--- src/rtl/clock_divider_multi.sv ---
// Multi-channel programmable clock divider: per-channel ratio reload at period
// boundaries, graceful stop, tick pulse and global sync. Define CLKDIV_DUTY_EN
// to make the high time programmable through high_count.
`timescale 1ns/1ps
module clock_divider_multi #(
  parameter int CHANNELS = 4,
  parameter int WIDTH    = 28
) (
  input  logic                      clock_in,
  input  logic                      reset_n,
  input  logic [CHANNELS-1:0]       enable,
  input  logic [CHANNELS*WIDTH-1:0] divide,
  input  logic [CHANNELS*WIDTH-1:0] high_count,
  input  logic [CHANNELS-1:0]       load,
  input  logic                      sync,
  output logic [CHANNELS-1:0]       clock_out,
  output logic [CHANNELS-1:0]       tick
);

  typedef enum logic [1:0] {
    IDLE     = 2'd0,
    RUN      = 2'd1,
    STOPPING = 2'd2
  } state_t;

`ifndef CLKDIV_DUTY_EN
  logic unused_high_count;
  assign unused_high_count = ^high_count;
`endif

  for (genvar i = 0; i < CHANNELS; i++) begin : g_ch
    state_t           state;
    logic [WIDTH-1:0] d_act, h_act, d_pend, h_pend, cnt;
    logic             pend, clk_q, tick_q;

    logic [WIDTH-1:0] d_ld, h_ld, d_new, h_new, h_next, cnt_inc;
    logic             have_new, wrap;

    // A load in the same cycle as an apply point bypasses the pending registers.
    always_comb begin
      d_ld = (divide[i*WIDTH +: WIDTH] == '0) ? WIDTH'(1) : divide[i*WIDTH +: WIDTH];
`ifdef CLKDIV_DUTY_EN
      h_ld = high_count[i*WIDTH +: WIDTH];
`else
      h_ld = d_ld >> 1;
`endif
      have_new = load[i] | pend;
      d_new    = load[i] ? d_ld : d_pend;
      h_new    = load[i] ? h_ld : h_pend;
      h_next   = have_new ? h_new : h_act;
      wrap     = (cnt == d_act - WIDTH'(1));
      cnt_inc  = cnt + WIDTH'(1);
    end

    // NOTE: non-blocking assignments throughout; within one edge a later
    // assignment to the same register (pend set by load, cleared by apply) wins.
    always_ff @(posedge clock_in or negedge reset_n) begin
      if (!reset_n) begin
        state  <= IDLE;
        cnt    <= '0;
        clk_q  <= 1'b0;
        tick_q <= 1'b0;
        pend   <= 1'b0;
        d_act  <= WIDTH'(1);
        d_pend <= WIDTH'(1);
        h_act  <= '0;
        h_pend <= '0;
      end else begin
        if (load[i]) begin
          d_pend <= d_ld;
          h_pend <= h_ld;
          pend   <= 1'b1;
        end
        case (state)
          IDLE: begin
            if (have_new) begin
              d_act <= d_new;
              h_act <= h_new;
              pend  <= 1'b0;
            end
            if (enable[i]) begin
              state  <= RUN;
              cnt    <= '0;
              clk_q  <= (h_next != '0);
              tick_q <= 1'b1;
            end
          end
          RUN, STOPPING: begin
            // Completing a stop takes priority over a coincident sync.
            if (state == STOPPING && !enable[i] && wrap) begin
              state  <= IDLE;
              cnt    <= '0;
              clk_q  <= 1'b0;
              tick_q <= 1'b0;
              if (have_new) begin
                d_act <= d_new;
                h_act <= h_new;
                pend  <= 1'b0;
              end
            end else begin
              state <= enable[i] ? RUN : STOPPING;
              if (sync || wrap) begin
                if (have_new) begin
                  d_act <= d_new;
                  h_act <= h_new;
                  pend  <= 1'b0;
                end
                cnt    <= '0;
                clk_q  <= (h_next != '0);
                tick_q <= 1'b1;
              end else begin
                cnt    <= cnt_inc;
                clk_q  <= (cnt_inc < h_act);
                tick_q <= 1'b0;
              end
            end
          end
          default: begin
            state  <= IDLE;
            cnt    <= '0;
            clk_q  <= 1'b0;
            tick_q <= 1'b0;
          end
        endcase
      end
    end

    assign clock_out[i] = clk_q;
    assign tick[i]      = tick_q;
  end

endmodule

--- config.mk ---
export PLATFORM = sky130hd
export DESIGN_NAME = clock_divider_multi
export DESIGN_NICKNAME = d
export VERILOG_FILES = /design/src/rtl/clock_divider_multi.sv
export SDC_FILE = /design/constraint.sdc
export NUM_CORES = 1
export LEC_CHECK = 0
export ABC_AREA = 1
export BUFFER_PORTS_ARGS = -buffer_cell sky130_fd_sc_hd__buf_4
export CAP_MARGIN = 15
export CORE_MARGIN = 4
export CORE_UTILIZATION = 62
export CTS_CLUSTER_DIAMETER = 50
export DETAILED_ROUTE_END_ITERATION = 7
export HOLD_SLACK_MARGIN = 0.08
export PLACE_DENSITY = 0.93
export SLEW_MARGIN = 30
export SYNTH_ARGS = -nofsm -noshare
export SYNTH_HDL_FRONTEND = slang
export SYNTH_SLANG_ARGS = --single-unit
--- constraint.sdc ---
create_clock -name clock_in -period 4.6 [get_ports clock_in]
set_clock_uncertainty 0.15 [all_clocks]
set_input_delay 0.46 -clock clock_in [delete_from_list [all_inputs] [get_ports clock_in]]
set_output_delay 0.46 -clock clock_in [all_outputs]
set_load 0.05 [all_outputs]
==> metrics.csv, run 1 <==
stage;metric;value;unit
final_layout;seq_area;14520;um^2
global_routing;grtUsageMet1;42.61;%
worst_setup_path;worstPathMaxFanout;9;
sta;slew_headroom;36.08;%
detailed_routing;post_drt_wl_per_cell;17.82;um
synth;syn_nets;4977;
synth;synth_fa_ha_area_share;4.635;%
synth;synth_xor_area_share;5.178;%
sta;worst_pin_slew;957.3;ps
worst_hold_path;min-delay-path-class;input pin to flip-flop;
final_layout;finish.instance_area;39340;um^2
global_routing;grt_pass1_wl;161.5;mm
worst_setup_path;crit_type;flip-flop to flip-flop;
power_and_ir_drop;p_per_area;589.1;nW/um^2
sta;fin_crit;4072;ps
synth;ys_warn_count;0;
final_layout;multi_input_area;17200;um^2
global_routing;grt_pass1_vias;31750;
worst_setup_path;worstPathArrival;4420;ps
synth;synth_compound_gate_area_share;8.521;%
place;gp_congestion;0.9539;
cts;htreeDepth;3;
synth;ys_ff_latch;580;
cts;cts_tree;done;
worst_setup_path;startpoint_type;flip-flop;
global_routing;met3_usage;5.417;%
sta;fin_ws;527.6;ps
detailed_routing;wirelength;100.1;mm
floorplanning;fp.dieArea;59570;um^2
global_routing;grt.overflow.total;0;
floorplanning;die_x;244.1;um
synth;synth-edff-count;0;
cts;postCtsSetupBuffers;0;
place;postPlaceCellArea;35940;um^2
final_layout;fillerInstances;3911;
place;hpwlAfterDp;66.48;mm
floorplanning;coreArea;55090;um^2
final_layout;area_growth;13.86;%
detailed_routing;viasPerCell;5.807;
synth;avgSynthCellArea;7.488;um^2
global_routing;grtUsageTotal;33.18;%
run_status;status;complete, no violations;
cts;root_buffer;clkbuf_16;
synth;synth_top_family_by_area;simple AND/OR/NAND/NOR gates;
worst_setup_path;startpoint;g_ch[2].cnt[0];
final_layout;final_util;71.41;%
worst_setup_path;endpoint_kind;flip-flop;
synth;synthMuxAreaShare;0;%
floorplanning;die_y;244.1;um
sta;rsz0062_at_grt;false;
cts;clock-sinks;580;
floorplanning;ios;243;
sta;slew_viol_final;0;
sta;holdWs;132.5;ps
sta;finalHoldViolCount;0;
global_routing;grt.busiest_layer;met2;
synth;async_flop_share;100.0;%
worst_hold_path;hp-start;load[0];
cts;clkTransAtPathRegs;60;ps
detailed_routing;first_pass_iters;7;
sta;setup-tns-final;0;ps
place;post-place-ws;636.8;ps
sta;finalSetupViolCount;0;
floorplanning;num_rows;86;
synth;ys_dominant_reg_cell;dfrtp_1;
synth;yosysSeqAreaShare;42.04;%
floorplanning;initial_core_util;62.72;%
synth;synth-simple-area-share;31.39;%
final_layout;drive_gt1_share;9.242;%
synth;synthCells;4614;
cts;numCtsBuffers;69;
worst_setup_path;worstReg2RegStart;g_ch[2].cnt[0];
global_routing;grt_start_max_net_pins;99;
flow_run;drv_cap;0;
global_routing;antenna_found_initial;4;
place;numPortBuffers;130;
worst_setup_path;critPathRequiredTime;4950;ps
power_and_ir_drop;p_leak;20.27;nW
sta;post-route-period-util;88.53;%
detailed_routing;first_iter_violations;3304;
synth;syn_area;34550;um^2
cts;clk_latency;620;ps
final_layout;nNetsFinal;5180;
power_and_ir_drop;peakVddDrop;0.6999;mV
cts;cts_buffer_depth;3;
detailed_routing;drtAntennaViolNets;0;
global_routing;use_met2;54.19;%
detailed_routing;num_vias;32630;
sta;max_freq;0.2456;GHz
detailed_routing;remaining_drc_errors;0;
synth;synthDistinctLibCells;55;
critical path: stages, from the launching register on:
cell and delay, ps:
dfrtp_1 490, ha_1 260, inv_1 70, nor3_1 230, nand2_1 140, nor3_1 160, nand2_1 120, nor3_1 240
nand2_1 130, nor2_1 140, nand3_1 100, xor2_1 190, inv_1 70, ha_1 290, nand4_1 230, nor4_1 450
o21ai_0 220, nand3_1 130, nand2_1 60, inv_1 50, nand2_1 40
cell families (layout without fill, tap and decap cells):
group                      Yosys count  count (layout)
DFF                                580             580
xor gates and xnor gates           198             198
buffers and inverters              679             934
adders and majority gates          128             128
AOI/OAI and AO/OA                  501             501
other                                0               3
and+or+nand+nor                   2528            2528
repair_timing:
item | 4_1_cts | 5_1_grt
resized for setup | 0 | 0
hold buffers | 117 | 0
hold endpoints to repair | 320 | 0
stage by stage:
stage | total power, mW | cells
6_report | 23.18 | 5620
5_1_grt | 24.72 | 5619
4_1_cts | 22.80 | 5617
3_5_place_dp | 17.24 | 5377
3_3_place_gp | 16.81 | 5377
2_1_floorplan | 15.22 | 4614
layout by cell type, fill, tap and decap left out, types with 7 or more instances in the layout:
cell type      count
nand2_1         1648
dfrtp_1          572
inv_1            521
nor2_1           320
o21ai_0          216
nand3_1          194
buf_4            154
xor2_1           153
nand4_1          143
ha_1             128
dlygate4sd3_1    117
o21ai_2           74
clkbuf_16         70
a21oi_1           64
o21ai_1           58
nor4_1            57
o22ai_1           55
xnor2_1           41
nor3_1            40
nor2_2            26
nand3b_1          22
nand2_2           16
inv_6             16
clkbuf_1          12
nor2_4            10
inv_2             10
nand3_2            9
o21bai_1           9
or2_2              8
a211oi_1           8
clkbuf_8           8
dfstp_2            8
nand2_4            7
clkinv_2           7
layer usage:
metal  vias to the layer above  share of wire (%)
met5                         -              0.013
met2                      1733                 47
met3                       484                7.9
li1                      15190                  -
met4                         2                6.0
met1                     15220                 39
where the power goes:
part / internal [mW] / leakage [nW] / switching (mW) / total, mW
registers: 6.39 / 7.31 / 1.18 / 7.57
clock network: 3.09 / 1.09 / 2.33 / 5.42
logic: 3.22 / 11.9 / 6.97 / 10.2
path summary, 6_finish.rpt:
path / to / slack, ps / depth (start not counted)
max: g_ch[2].clk_q / 530 / 20
min: g_ch[0].d_pend[0] / 130 / 3
max reg2reg: g_ch[2].clk_q / 530 / 20
min reg2reg: g_ch[3].d_pend[6] / 320 / 2
max in group asynchronous: g_ch[0].h_act[14] / 2770 / 3
min in group asynchronous: g_ch[1].d_pend[22] / 330 / 2
synth_stat cells (all sizes together) (2+ instances only):
| master | count | share of area, % |
|---|---|---|
| dfstp | 8 | 0.61 |
| clkinv | 3 | 0.033 |
| o221ai | 3 | 0.076 |
| nor2 | 360 | 4.5 |
| nor4b | 3 | 0.076 |
| inv | 531 | 5.8 |
| nor4 | 57 | 1.0 |
| and3 | 3 | 0.054 |
| and2 | 5 | 0.091 |
| a21oi | 64 | 0.93 |
| a21o | 2 | 0.043 |
| o211ai | 2 | 0.043 |
| buf | 64 | 1.5 |
| o21bai | 9 | 0.20 |
| xor2 | 153 | 3.9 |
| o21a | 5 | 0.11 |
| xnor3 | 4 | 0.26 |
| nor3 | 42 | 0.64 |
| nor3b | 3 | 0.065 |
| nand2 | 1671 | 18 |
| nand4 | 143 | 2.6 |
| o31ai | 2 | 0.043 |
| nand3b | 22 | 0.48 |
| or2 | 9 | 0.16 |
| o22ai | 55 | 1.0 |
| nand3 | 207 | 3.3 |
| dfrtp | 572 | 41 |
| o21ai | 348 | 5.8 |
| ha | 128 | 4.6 |
| clkbuf | 81 | 0.88 |
| a211oi | 8 | 0.17 |
| xnor2 | 41 | 1.0 |
state kept, by name (all words and copies together) (netlist names):
| register | count |
|---|---|
| g_ch.pend | 4 |
| g_ch.cnt | 112 |
| g_ch.h_act | 112 |
| g_ch.tick_q | 4 |
| g_ch.d_pend | 112 |
| g_ch.d_act | 112 |
| g_ch.state | 8 |
| g_ch.h_pend | 112 |
| g_ch.clk_q | 4 |
final cells by class:
cell class | instances | share of cell area (%)
Clock inverter | 33 | 0.8015
Tap cell | 748 | 2.379
Sequential cell | 580 | 36.92
Antenna cell | 3 | 0.01908
Clock buffer | 90 | 4.847
Timing Repair Buffer | 277 | 6.208
Multi-Input combinational cell | 3355 | 43.72
Inverter | 534 | 5.101
No activity file was read; power rests on OpenSTA's default activity.
==> run 2, diff against run 1 <==
--- a/config.mk
+++ b/config.mk
@@ -8,8 +8,10 @@
 export ABC_AREA = 1
 export BUFFER_PORTS_ARGS = -buffer_cell sky130_fd_sc_hd__buf_4
 export CAP_MARGIN = 15
+export CELL_PAD_IN_SITES_DETAIL_PLACEMENT = 1
+export CELL_PAD_IN_SITES_GLOBAL_PLACEMENT = 1
 export CORE_MARGIN = 4
-export CORE_UTILIZATION = 62
+export CORE_UTILIZATION = 46
 export CTS_CLUSTER_DIAMETER = 50
 export DETAILED_ROUTE_END_ITERATION = 7
 export HOLD_SLACK_MARGIN = 0.08
==> run 2 against run 1 <==
Against the previous run: global-route usage is 1.1 points lower; register-to-register slack worse by 290 ps; clock power grew 31%; sequential share of layout area is 1.0 points lower; maximum frequency fell by 6.6%; critical endpoint is now g_ch[1].clk_q.
==> metrics.csv, run 2 (synthesis gave the netlist of run 1 again) <==
stage;metric;value;unit
place;gp_congestion;0.9136;
cts;cts_tree;done;
cts;clock-sinks;580;
flow_run;drv_cap;0;
final_layout;layout_commonest_cell;nand2_1;
sta;rsz0062_at_grt;false;
floorplanning;die_y;282.1;um
final_layout;area_growth;17.20;%
worst_setup_path;critPathRequiredTime;4970;ps
worst_setup_path;worstPathArrival;4730;ps
worst_setup_path;worstReg2RegStart;g_ch[1].cnt[0];
sta;setup-tns-final;0;ps
power_and_ir_drop;finalPower;25.67;mW
worst_setup_path;startpoint_type;flip-flop;
global_routing;grt_pass1_wl;203.2;mm
worst_setup_path;endpoint_kind;flip-flop;
cts;root_buffer;clkbuf_16;
sta;slew_headroom;34.80;%
detailed_routing;wirelength;129.6;mm
sta;post-route-period-util;94.78;%
final_layout;finish.instance_area;40500;um^2
sta;fin_crit;4360;ps
sta;worst_pin_slew;972.0;ps
global_routing;use_met2;57.07;%
cts;htreeDepth;3;
detailed_routing;remaining_drc_errors;0;
place;postPlaceCellArea;36220;um^2
global_routing;grtUsageMet1;37.35;%
global_routing;grt.busiest_layer;met2;
detailed_routing;first_iter_violations;2665;
sta;slew_viol_final;0;
worst_setup_path;r2r_end;g_ch[1].clk_q;
floorplanning;coreArea;74450;um^2
detailed_routing;post_drt_wl_per_cell;22.02;um
floorplanning;die_x;282.1;um
global_routing;grtUsageTotal;32.07;%
place;hpwlAfterDp;80.68;mm
detailed_routing;first_pass_iters;6;
worst_hold_path;hold_depth;3;
global_routing;grt.overflow.total;0;
worst_setup_path;crit_type;flip-flop to flip-flop;
final_layout;drive_gt1_share;10.17;%
power_and_ir_drop;p_per_area;633.9;nW/um^2
worst_hold_path;hp-start;load[1];
cts;clkTransAtPathRegs;80;ps
worst_setup_path;r2r_cells;20;
sta;finalHoldViolCount;0;
worst_hold_path;holdPathEnd;g_ch[1].h_pend[10];
final_layout;layout_common_cells;1,648 x nand2_1, 570 x dfrtp_1, 521 x inv_1, 315 x nor2_1, 216 x o21ai_0;
floorplanning;ios;243;
cts;numCtsBuffers;85;
global_routing;antenna_found_initial;10;
sta;max_freq;0.2294;GHz
final_layout;nNetsFinal;5200;
power_and_ir_drop;p_leak;20.64;nW
run_status;status;complete, no violations;
global_routing;met3_usage;4.482;%
floorplanning;fp.dieArea;79560;um^2
cts;clk_latency;680;ps
global_routing;grt_pass1_vias;37110;
global_routing;grt_start_max_net_pins;134;
floorplanning;initial_core_util;46.41;%
detailed_routing;num_vias;34120;
floorplanning;num_rows;100;
worst_hold_path;min-delay-path-class;input pin to flip-flop;
sta;holdWs;127.8;ps
detailed_routing;drtAntennaViolNets;0;
place;numPortBuffers;130;
worst_setup_path;reg2reg_slack;240;ps
worst_setup_path;worstPathMaxFanout;10;
sta;finalSetupViolCount;0;
detailed_routing;viasPerCell;5.796;
cts;cts_buffer_depth;3;
power_and_ir_drop;peakVddDrop;0.6314;mV
==> run 2: power breakdown <==
group / total [mW] / switching [mW] / internal, mW
Clock: 7.09 / 2.94 / 4.15
Sequential: 7.69 / 1.29 / 6.39
Combinational: 10.9 / 7.65 / 3.24
Total: 25.7 / 11.9 / 13.8
==> run 2: worst max path at each step <==
stage | start | end | slack, ps | cells after the start
floorplan | g_ch[1].cnt[0] | g_ch[1].clk_q | 1320 | 21
CTS | g_ch[3].cnt[0] | g_ch[3].clk_q | 200 | 21
global placement | g_ch[2].cnt[0] | g_ch[2].clk_q | 740 | 20
finish | g_ch[1].cnt[0] | g_ch[1].clk_q | 240 | 20
detailed placement | g_ch[1].cnt[0] | g_ch[1].clk_q | 510 | 20
global route | g_ch[1].cnt[0] | g_ch[1].clk_q | 10 | 20
==> run 2: routing by layer <==
layer | wire, um | share of wire [%]
met2 | 64920 | 50
met5 | 0 | 0
met1 | 49710 | 38
met4 | 8070 | 6.2
met3 | 6899 | 5.3
==> run 2: metrics by stage <==
stage	worst slack, ps	utilization [%]	cells
final	240.2	54.40	5887
after global routing	13.02	54.39	5886
after CTS	201.2	54.33	5876
after detailed placement	505.6	48.66	5599
after global placement	739.9	48.64	5599
after floorplan	1323	-	4614
==> run 2: what timing repair did <==
action                                  in CTS  in global routing
endpoints found under the setup margin       0                  2
hold buffers                               120                  0
buffers inserted                             0                  0
gates resized for setup                      0                  8
endpoints found under the hold margin      329                  0
==> run 2: layout make-up <==
class	instances	area [um^2]
Timing Repair Buffer	281	2480
Clock buffer	103	2325
Antenna cell	11	27.53
Tap cell	969	1212
Clock inverter	54	698.2
Sequential cell	580	14530
Multi-Input combinational cell	3355	17220
Inverter	534	2007
Fill cell	9151	33950
==> run 2: critical path: stages (launching register included) <==
cell      delay (ps)
dfrtp_1          580
nand3_1          230
nor3_1           400
inv_1            110
nor3_1           210
nand4_1          240
or2_2            400
nor3_1           250
xor2_1           220
inv_1             70
ha_1             310
nand2_1           70
inv_1             70
nand4_1          120
or2_2            330
a21oi_1          140
a211oi_1          70
nand3_1           80
nand2_1           70
inv_1             50
nand2_1           80
